<file path="config.mk">
export PLATFORM = sky130hd
export DESIGN_NAME = capture_sequencer
export DESIGN_NICKNAME = d
export VERILOG_FILES = /design/src/rtl/capture_sequencer.sv
export SDC_FILE = /design/constraint.sdc
export NUM_CORES = 1
export LEC_CHECK = 0
export ABC_AREA = 0
export CORE_MARGIN = 5
export CORE_UTILIZATION = 45
export CTS_BUF_LIST = sky130_fd_sc_hd__clkbuf_4
export DETAILED_ROUTE_END_ITERATION = 8
export GPL_ROUTABILITY_DRIVEN = 0
export GPL_TIMING_DRIVEN = 1
export HOLD_SLACK_MARGIN = 0.05
export PLACE_DENSITY = 0.74
export SYNTH_ARGS = -nofsm -noshare
export SYNTH_HDL_FRONTEND = slang
export SYNTH_SLANG_ARGS = --single-unit
</file>
<file path="constraint.sdc">
create_clock -name clk -period 2.4 [get_ports clk]
set_clock_uncertainty 0.2 [all_clocks]
set_input_delay 0.36 -clock clk [delete_from_list [all_inputs] [get_ports clk]]
set_output_delay 0.36 -clock clk [all_outputs]
set_load 0.02 [all_outputs]
</file>
<file path="src/rtl/capture_sequencer.sv">
// Pulse-launch / settle / capture / UART-drain sequencer for one TDR acquisition.
// Define CAPSEQ_HEADER_EN to prefix each drain with a 0xA5, NUM_BYTES header.
module capture_sequencer #(
  parameter int NUM_BYTES     = 64,
  parameter int PULSE_CYCLES  = 4,
  parameter int SETTLE_CYCLES = 16
) (
  input  logic       clk,
  input  logic       rst,
  input  logic       start,
  output logic       pulse_out,
  output logic       cap_en,
  input  logic [7:0] cap_data,
  input  logic       cap_valid,
  output logic [7:0] tx_data,
  output logic       tx_valid,
  input  logic       tx_ready,
  output logic       busy,
  output logic       done
);

  localparam int AW   = (NUM_BYTES > 1) ? $clog2(NUM_BYTES) : 1;
  localparam int CMAX = (PULSE_CYCLES > SETTLE_CYCLES) ? PULSE_CYCLES : SETTLE_CYCLES;
  localparam int CW   = $clog2(CMAX + 1);

  localparam logic [CW-1:0] PULSE_LAST  = CW'(PULSE_CYCLES - 1);
  localparam logic [CW-1:0] SETTLE_LAST = CW'(SETTLE_CYCLES - 1);
  localparam logic [7:0]    LAST_IDX    = 8'(NUM_BYTES - 1);

`ifdef CAPSEQ_HEADER_EN
  localparam logic [7:0] HDR_SYNC = 8'hA5;
  localparam logic [7:0] HDR_LEN  = 8'(NUM_BYTES);
`endif

  typedef enum logic [2:0] {
    S_IDLE,
    S_PULSE,
    S_SETTLE,
    S_CAPTURE,
`ifdef CAPSEQ_HEADER_EN
    S_HEADER,
`endif
    S_DRAIN
  } state_t;

  state_t        state;
  logic [CW-1:0] cnt;
  logic [7:0]    wr_idx;
  logic [7:0]    rd_idx;
  logic          hdr_sel;
  logic [7:0]    buffer [NUM_BYTES];

  // Capture storage carries no reset; stale contents are never read before being rewritten.
  always_ff @(posedge clk) begin
    if (state == S_CAPTURE && cap_valid) begin
      buffer[wr_idx[AW-1:0]] <= cap_data;
    end
  end

  always_comb begin
    tx_data = buffer[rd_idx[AW-1:0]];
`ifdef CAPSEQ_HEADER_EN
    if (state == S_HEADER) begin
      tx_data = hdr_sel ? HDR_LEN : HDR_SYNC;
    end
`endif
  end

  always_ff @(posedge clk or posedge rst) begin
    if (rst) begin
      state     <= S_IDLE;
      pulse_out <= 1'b0;
      cap_en    <= 1'b0;
      tx_valid  <= 1'b0;
      busy      <= 1'b0;
      done      <= 1'b0;
      cnt       <= '0;
      wr_idx    <= '0;
      rd_idx    <= '0;
      hdr_sel   <= 1'b0;
    end else begin
      done <= 1'b0;
      case (state)
        S_IDLE: begin
          if (start) begin
            state     <= S_PULSE;
            pulse_out <= 1'b1;
            busy      <= 1'b1;
            cnt       <= '0;
            wr_idx    <= '0;
            rd_idx    <= '0;
            hdr_sel   <= 1'b0;
          end
        end
        S_PULSE: begin
          if (cnt == PULSE_LAST) begin
            state     <= S_SETTLE;
            pulse_out <= 1'b0;
            cnt       <= '0;
          end else begin
            cnt <= cnt + 1'b1;
          end
        end
        S_SETTLE: begin
          if (cnt == SETTLE_LAST) begin
            state  <= S_CAPTURE;
            cap_en <= 1'b1;
            cnt    <= '0;
          end else begin
            cnt <= cnt + 1'b1;
          end
        end
        // The last byte hands straight over to transmit; tx_valid rises with the state change.
        S_CAPTURE: begin
          if (cap_valid) begin
            wr_idx <= wr_idx + 8'd1;
            if (wr_idx == LAST_IDX) begin
              cap_en   <= 1'b0;
              tx_valid <= 1'b1;
`ifdef CAPSEQ_HEADER_EN
              state    <= S_HEADER;
`else
              state    <= S_DRAIN;
`endif
            end
          end
        end
`ifdef CAPSEQ_HEADER_EN
        S_HEADER: begin
          if (tx_ready) begin
            if (hdr_sel) begin
              state <= S_DRAIN;
            end else begin
              hdr_sel <= 1'b1;
            end
          end
        end
`endif
        S_DRAIN: begin
          if (tx_ready) begin
            if (rd_idx == LAST_IDX) begin
              state    <= S_IDLE;
              tx_valid <= 1'b0;
              busy     <= 1'b0;
              done     <= 1'b1;
            end else begin
              rd_idx <= rd_idx + 8'd1;
            end
          end
        end
        default: begin
          state <= S_IDLE;
        end
      endcase
    end
  end

endmodule

</file>
* Word level (Yosys, flattened, before mapping)
Memory sizes are Yosys's and may differ from the RTL's. Index checks and enable logic that the tools add are counted. Widths: inputs -> output; s select.
Storage, ports and cells: flip-flop bits (word level) 29, bits in writable memories 512, input port bits 13, output and inout bits 13, logic and storage cells 81, memories 1
Cells by class: add/sub/neg operators 3, eq/ne operators 16, mux-type cells 36, reductions and logical operators 16
Memories:
- buffer | depth 64, width 8, read ports 1, clocked after memory_dff 0, write ports 1, RTL line 51 | logic [7:0] buffer [NUM_BYTES];
Operators by type and width (count):
- $mux 8 | 4
- $pmux 8 s2 | 2
- $mux 3 | 7
- $add 8x1->8 const B | 2
- $eq 8x6->1 const B | 2
- $mux 5 | 3
- $pmux 3 s5 | 1
- $pmux 5 s3 | 1
- $mux 1 | 14
- $ne 2x2->1 const B | 7
- $reduce_and 4->1 | 3
- $reduce_bool 2->1 | 5
- $pmux 1 s2 | 4
- $reduce_and 7->1 | 1
- $eq 3x2->1 const B | 2
- $reduce_and 3->1 | 2
- $add 5x1->5 const B | 1
- $eq 5x2->1 const B | 1
- $eq 5x4->1 const B | 1
- $reduce_and 5->1 | 1
- $eq 3x1->1 const B | 1
- $eq 3x3->1 const B | 1
- $logic_not 3->1 | 1
- $reduce_bool 3->1 | 1
- other kinds (3) | 3

* Depth between registers and ports, before layout
Gate-level depths: netlist of the first run.
depth in word-level cells 4, mapped depth 8, mapped depth without buffers 8

* Worst setup path after synthesis of the first run
OpenSTA, ideal clock, no wires.
path kind reg-to-output, from reg rd_idx[0], to out tx_data[5], arrival time 1872 ps, data required time 1840 ps, slack -32 ps, stages on the path, launching flop included 8, buffers on the path 3, path through dfrtp_1 -> buf_2 -> buf_6 -> buf_2 -> mux4_2 -> nand2_1 -> o2111ai_1 -> a32o_1
On the way: cells in the longest elaborated chain, start to end 1
RTL lines:
- start, declared | RTL line 49 | logic [7:0] rd_idx;
- start signal, assigned | RTL line 147 | rd_idx <= rd_idx + 8'd1;
- $mem_v2 64x8
- end, declared | RTL line 15 | output logic [7:0] tx_data,
Every way passes these cells.

* Final worst setup path of the first run
from reg rd_idx[0], to out tx_data[0]
Same word-level chain as after synthesis.

==> results of run 1 <==
[timing repair]
item,CTS,global route
gates resized for setup,135,37
hold endpoints to repair,522,0
setup endpoints to repair,14,27
hold buffers,9,0
cloned,6,0
pin swaps,26,15
buffers inserted,18,4
[report_power, final]
group	internal (mW)	switching (mW)
combinational	2.98	2.61
sequential	10.4	0.102
clock	4.14	3.66
[layer usage]
layer,vias up,share of wire,track usage
li1,5258,-,-
met1,6230,0.39,0.262
met2,600,0.49,0.314
met3,105,0.096,0.0584
met4,0,0.027,0.0705
met5,-,0,0
[layout by cell type, fill, tap and decap left out, types with 12 or more instances in the layout]
master,netlist,routed
edfxtp_1,512,512
buf_12,0,22
mux2i_1,23,13
nor2_1,94,91
inv_1,12,12
clkbuf_4,0,192
dfrtp_1,29,25
nand2_1,41,37
o21ai_0,14,14
o22ai_2,0,15
buf_6,4,14
mux4_2,128,128
a21oi_2,0,16
buf_4,8,155
clkinv_1,0,26
[through the flow]
step | power [mW] | TNS, ps | std cells | instance area [sq um] | util
5_1_grt | 25.0 | -10110 | 2119 | 26500 | 0.557
2_1_floorplan | 13.7 | 0 | 1107 | 21500 | -
3_3_place_gp | 15.1 | -8010 | 1847 | 23700 | 0.498
3_5_place_dp | 15.2 | -12120 | 1847 | 23700 | 0.498
4_1_cts | 23.9 | -9590 | 2114 | 26300 | 0.552
6_report | 23.9 | -9170 | 2119 | 26500 | 0.557
[cells in the mapped netlist (9+ instances only)]
master	count	area share
a21oi_1	22	0.0051
buf_2	16	0.0037
clkbuf_1	33	0.0058
dfrtp_1	29	0.034
edfxtp_1	512	0.71
inv_1	12	0.0021
mux2i_1	23	0.011
mux4_2	128	0.13
nand2_1	41	0.0072
nand2b_1	9	0.0026
nand3_1	10	0.0023
nor2_1	94	0.016
o2111ai_1	10	0.0041
o21ai_0	14	0.0033
o22ai_1	27	0.0078
[logic make-up after synthesis]
logic type | Yosys count | share of synthesized area
AO/OA/AOI/OAI | 123 | 0.0403
XOR/XNOR | 1 | 0.000407
adder cells (fa/ha/maj) | 5 | 0.00291
buffers and inverters | 79 | 0.0175
flip-flops | 541 | 0.748
multiplexers | 152 | 0.145
AND/OR/NAND/NOR | 206 | 0.0456
[worst min-delay path: stages]
cell and delay [ps]:
clkdlybuf4s50_1 440, nand4b_1 110, buf_4 150, o41ai_1 80
[how the worst max path moves through the flow]
stage	endpoint	slack, ps	cells past startpoint
floorplan	tx_data[2]	3	7
global placement	tx_data[0]	-850	7
detailed placement	tx_data[0]	-860	7
CTS	tx_data[0]	-1230	9
global route	tx_data[0]	-1340	9
finish	tx_data[0]	-1220	9
[flip-flops by register name, indices dropped and copies added, names as in the netlist, 3 cells and up]
name / count
rd_idx: 8
buffer: 512
wr_idx: 8
state: 3
cnt: 5
[final cells by class]
| type | instances | area [sq um] | area share |
|---|---|---|---|
| diodes | 1 | 2.50 | 0.0000945 |
| clock buffers | 192 | 1440 | 0.0544 |
| clock inverters | 44 | 312 | 0.0118 |
| inverters | 12 | 45.0 | 0.00170 |
| multi-input cells | 487 | 5570 | 0.210 |
| flip-flops and latches | 541 | 16100 | 0.608 |
| well taps | 615 | 769 | 0.0290 |
| repair buffers | 227 | 2240 | 0.0844 |
==> results.yml, run 1 <==
run_status:
  status: "complete, but fails checks"
  violations: "setup timing"
global_route:
  track_usage: 0.197
  grt_max_degree: 65
  grt_pass1_vias: 12700
  overflow: 0
  antenna_found_initial: 1
  grt_pass1_wl_mm: 77.9
timing:
  rsz0062_at_grt: "yes"
  min_period_ps: 3620
  relSlewSlack: 0.594
  tightest_slew_ps: 608
  layout_setup_ws_ps: -1220
  whs_ps: 173
  finalHoldViolations: 0
  finalSetupViolations: 8
  slew_viol_final: 0
  timing.fmax_mhz: 276
  finalCritPeriodShare: 1.51
clock_tree:
  clock_path_buffers: 3
  root_buffer: "clkbuf_4"
  cts.sinks: 541
  cts_max_level: 4
  cts_buffers: 138
  clock_latency_ps: 810
  cts_tree: "built"
  clkTransAtPathRegs_ps: 60
worst_setup_path:
  cpLargestDelayFamily: "buffers and inverters"
  cpMostUsedCell: "buf_12"
  r2r-start: "rd_idx[0]$_DFFE_PP0P_"
  critical-path-slowest-cell: "dfrtp_4"
  r2r_slack_ps: 10
  crit_buf_inv: 5
  critPathCaptureType: "primary output"
  r2r_cells: 9
  critPathRequiredTime_ps: 1840
  cp.arrival_ps: 3060
  start_kind: "flop"
  startpoint: "rd_idx[0]$_DFFE_PP0P_"
  path_class: "reg -> out"
  r2r-end: "rd_idx[3]$_DFFE_PP0P_"
  crit_fanout: 4
  critPathMaxStageDelay_ps: 490
  crit_chain: "buf_12, buf_12, buf_16, buf_8, mux4_2, mux2i_2, o2111ai_2, a22o_4, buf_6"
power_and_ir_drop:
  vdd_drop_max_v: 0.000849
  p_leak_nw: 8.59
  p_per_area_nw_per_um2: 904
routing:
  viasPerCell: 5.75
  first_iter_violations: 1236
  drc: 0
  vias: 12200
  wirelength_mm: 51.5
  postRouteAntennaNets: 0
  wl_per_cell_um: 24.3
  drt-pass1-iter-count: 5
floorplanning:
  die_w_um: 229
  core_area_sq_um: 47500
  start_util: 0.453
  die-area_sq_um: 52300
  rows: 80
  die_h_um: 229
  pin_count: 26
placed_design:
  pre_cts_ws_ps: -862
  hpwl_mm: 30.8
  port_buffers: 25
yosys:
  avgSynthCellArea_sq_um: 19.4
  syn-num-nets: 1125
  ys_seq_elements: 541
  ys_seq_area_frac: 0.748
  ys_async_sr_fraction: 0.0536
  synthesis.area_sq_um: 21500
  synth-edff-count: 512
  ys.warnings.count: 0
  syn_inst: 1107
  yosysUniqueCellTypes: 56
  synth-main-ff-cell: "edfxtp_1"
hold_path:
  hold_end: "wr_idx[5]$_DFFE_PP0P_"
  worstHoldPathType: "in -> reg"
  whs_path_depth: 4
  worstHoldStart: "cap_valid"
flow_run:
  maxCapViolations: 0
final_layout:
  num-fill-cells: 3428
  drive_above_1_share: 0.430
  nets: 1425
  synthToLayoutAreaGrowth_pct: 23.1
Power figures use the tool's default switching activity.
==> inputs of run 2 (changes only) <==
- SLEW_MARGIN: not set -> 25
==> results of run 2 <==
The final DEF is identical to that of run 1; final timing and power are the same.
==> inputs of run 3 (changes only) <==
- CAP_MARGIN: not set -> 20
- CTS_CLUSTER_DIAMETER: not set -> 200
- MAX_ROUTING_LAYER: not set -> met4
==> run 3 against run 2 <==
The flow still finishes with violations (setup timing); critical endpoint unchanged; clock power is essentially flat; register-to-register slack barely moved; core utilization about the same; clock-buffer cell count did not move.
==> results.yml, run 3 (synthesis results as in run 1) <==
worst_setup_path:
  r2r-start: "rd_idx[0]$_DFFE_PP0P_"
  cp.arrival_ps: 3070
  r2r_cells: 9
  startpoint: "rd_idx[0]$_DFFE_PP0P_"
  path_class: "reg -> out"
  critPathRequiredTime_ps: 1840
  start_kind: "flop"
  critPathMaxStageDelay_ps: 490
  critical-path-slowest-cell: "dfrtp_4"
  r2r-end: "rd_idx[3]$_DFFE_PP0P_"
  crit_chain: "buf_12, buf_12, buf_16, buf_8, mux4_2, mux2i_2, o2111ai_2, a22o_4, buf_6"
  critPathCaptureType: "primary output"
  cpLargestDelayFamily: "buffers and inverters"
  r2r_slack_ps: 10
  crit_fanout: 4
  cpMostUsedCell: "buf_12"
  crit_buf_inv: 5
global_route:
  antenna_found_initial: 1
  grt_pass1_wl_mm: 77.9
  grt_max_degree: 65
  track_usage: 0.203
  grt_pass1_vias: 12800
  overflow: 0
timing:
  tightest_slew_ps: 623
  layout_setup_ws_ps: -1230
  finalSetupViolations: 8
  min_period_ps: 3630
  slew_viol_final: 0
  finalCritPeriodShare: 1.51
  rsz0062_at_grt: "yes"
  finalHoldViolations: 0
  timing.fmax_mhz: 275
  whs_ps: 161
  relSlewSlack: 0.584
hold_path:
  whs_path_depth: 4
  worstHoldStart: "cap_valid"
  worstHoldPathType: "in -> reg"
  hold_end: "wr_idx[5]$_DFFE_PP0P_"
placed_design:
  hpwl_mm: 30.8
  pre_cts_ws_ps: -862
  port_buffers: 25
  place_inst: 1847
floorplanning:
  start_util: 0.453
  die_h_um: 229
  die-area_sq_um: 52300
  pin_count: 26
  core_area_sq_um: 47500
  rows: 80
  die_w_um: 229
final_layout:
  drive_above_1_share: 0.430
  final_cell_mix: "edfxtp_1 (512), clkbuf_4 (192), buf_4 (155)"
  synthToLayoutAreaGrowth_pct: 23.1
  fin_util: 0.557
  largest_reg_flops: 512
  nets: 1425
  final_common_cell: "edfxtp_1"
  layout.cells.non_filler: 2119
flow_run:
  maxCapViolations: 0
clock_tree:
  clock_latency_ps: 820
  root_buffer: "clkbuf_4"
  clkTransAtPathRegs_ps: 60
  cts_max_level: 4
  cts_buffers: 138
  cts.sinks: 541
  cts_tree: "built"
  clock_path_buffers: 3
routing:
  wirelength_mm: 51.5
  viasPerCell: 5.77
  drt-pass1-iter-count: 6
  postRouteAntennaNets: 0
  wl_per_cell_um: 24.3
  vias: 12200
  first_iter_violations: 1363
  drc: 0
power_and_ir_drop:
  power_mw: 24.0
  p_per_area_nw_per_um2: 904
  vdd_drop_max_v: 0.000848
  p_leak_nw: 8.59
run_status:
  violations: "setup timing"
  status: "complete, but fails checks"
run 3: cell counts in the layout (fill, tap and decap cells not counted):
No cell type changed its count.
run 3: layout make-up:
type | instances | area [sq um]
Inverter | 12 | 45.0
Timing Repair Buffer | 227 | 2240
Clock buffer | 192 | 1440
Multi-Input combinational cell | 487 | 5570
Sequential cell | 541 | 16100
Fill cell | 3428 | 21100
Tap cell | 615 | 769
Antenna cell | 1 | 2.50
Clock inverter | 44 | 312
run 3: power by group:
part / internal (mW) / switching [mW]
Sequential: 10.4 / 0.102
Clock: 4.14 / 3.67
Combinational: 2.98 / 2.62
Total: 17.6 / 6.39
run 3: worst reg2reg max path: stages, from the launching register on:
cell and delay (ps):
dfrtp_4 490, buf_12 150, buf_4 150, buf_4 150, ha_4 160, nand3_4 50
o211ai_1 160, buf_4 200, or4_4 480, a21oi_2 150
run 3: worst max-delay path by stage:
stage                 end  depth (start not counted)  slack, ps
2_1_floorplan  tx_data[2]                          7          3
3_3_place_gp   tx_data[0]                          7       -850
3_5_place_dp   tx_data[0]                          7       -860
4_1_cts        tx_data[0]                          9      -1230
5_1_grt        tx_data[0]                          9      -1350
6_report       tx_data[0]                          9      -1230
run 3: layer usage:
layer | track usage | wire [um]
met2 | 0.314 | 25400
met1 | 0.262 | 19800
met4 | 0.0700 | 1290
met5 | - | 0
met3 | 0.0593 | 5030
run 3: repair_timing:
item                                   CTS  global route
setup endpoints to repair               14            27
setup buffers                           18             4
hold buffers                             9             0
resized for setup                      135            36
gates cloned                             6             0
endpoints found under the hold margin  522             0
pin swaps                               26            15
run 3: through the flow:
step	area, sq um	setup TNS, ps
after floorplan	21500	0
after global placement	23700	-8010
after detailed placement	23700	-12120
after CTS	26300	-9590
after global routing	26500	-10120
final	26500	-9230
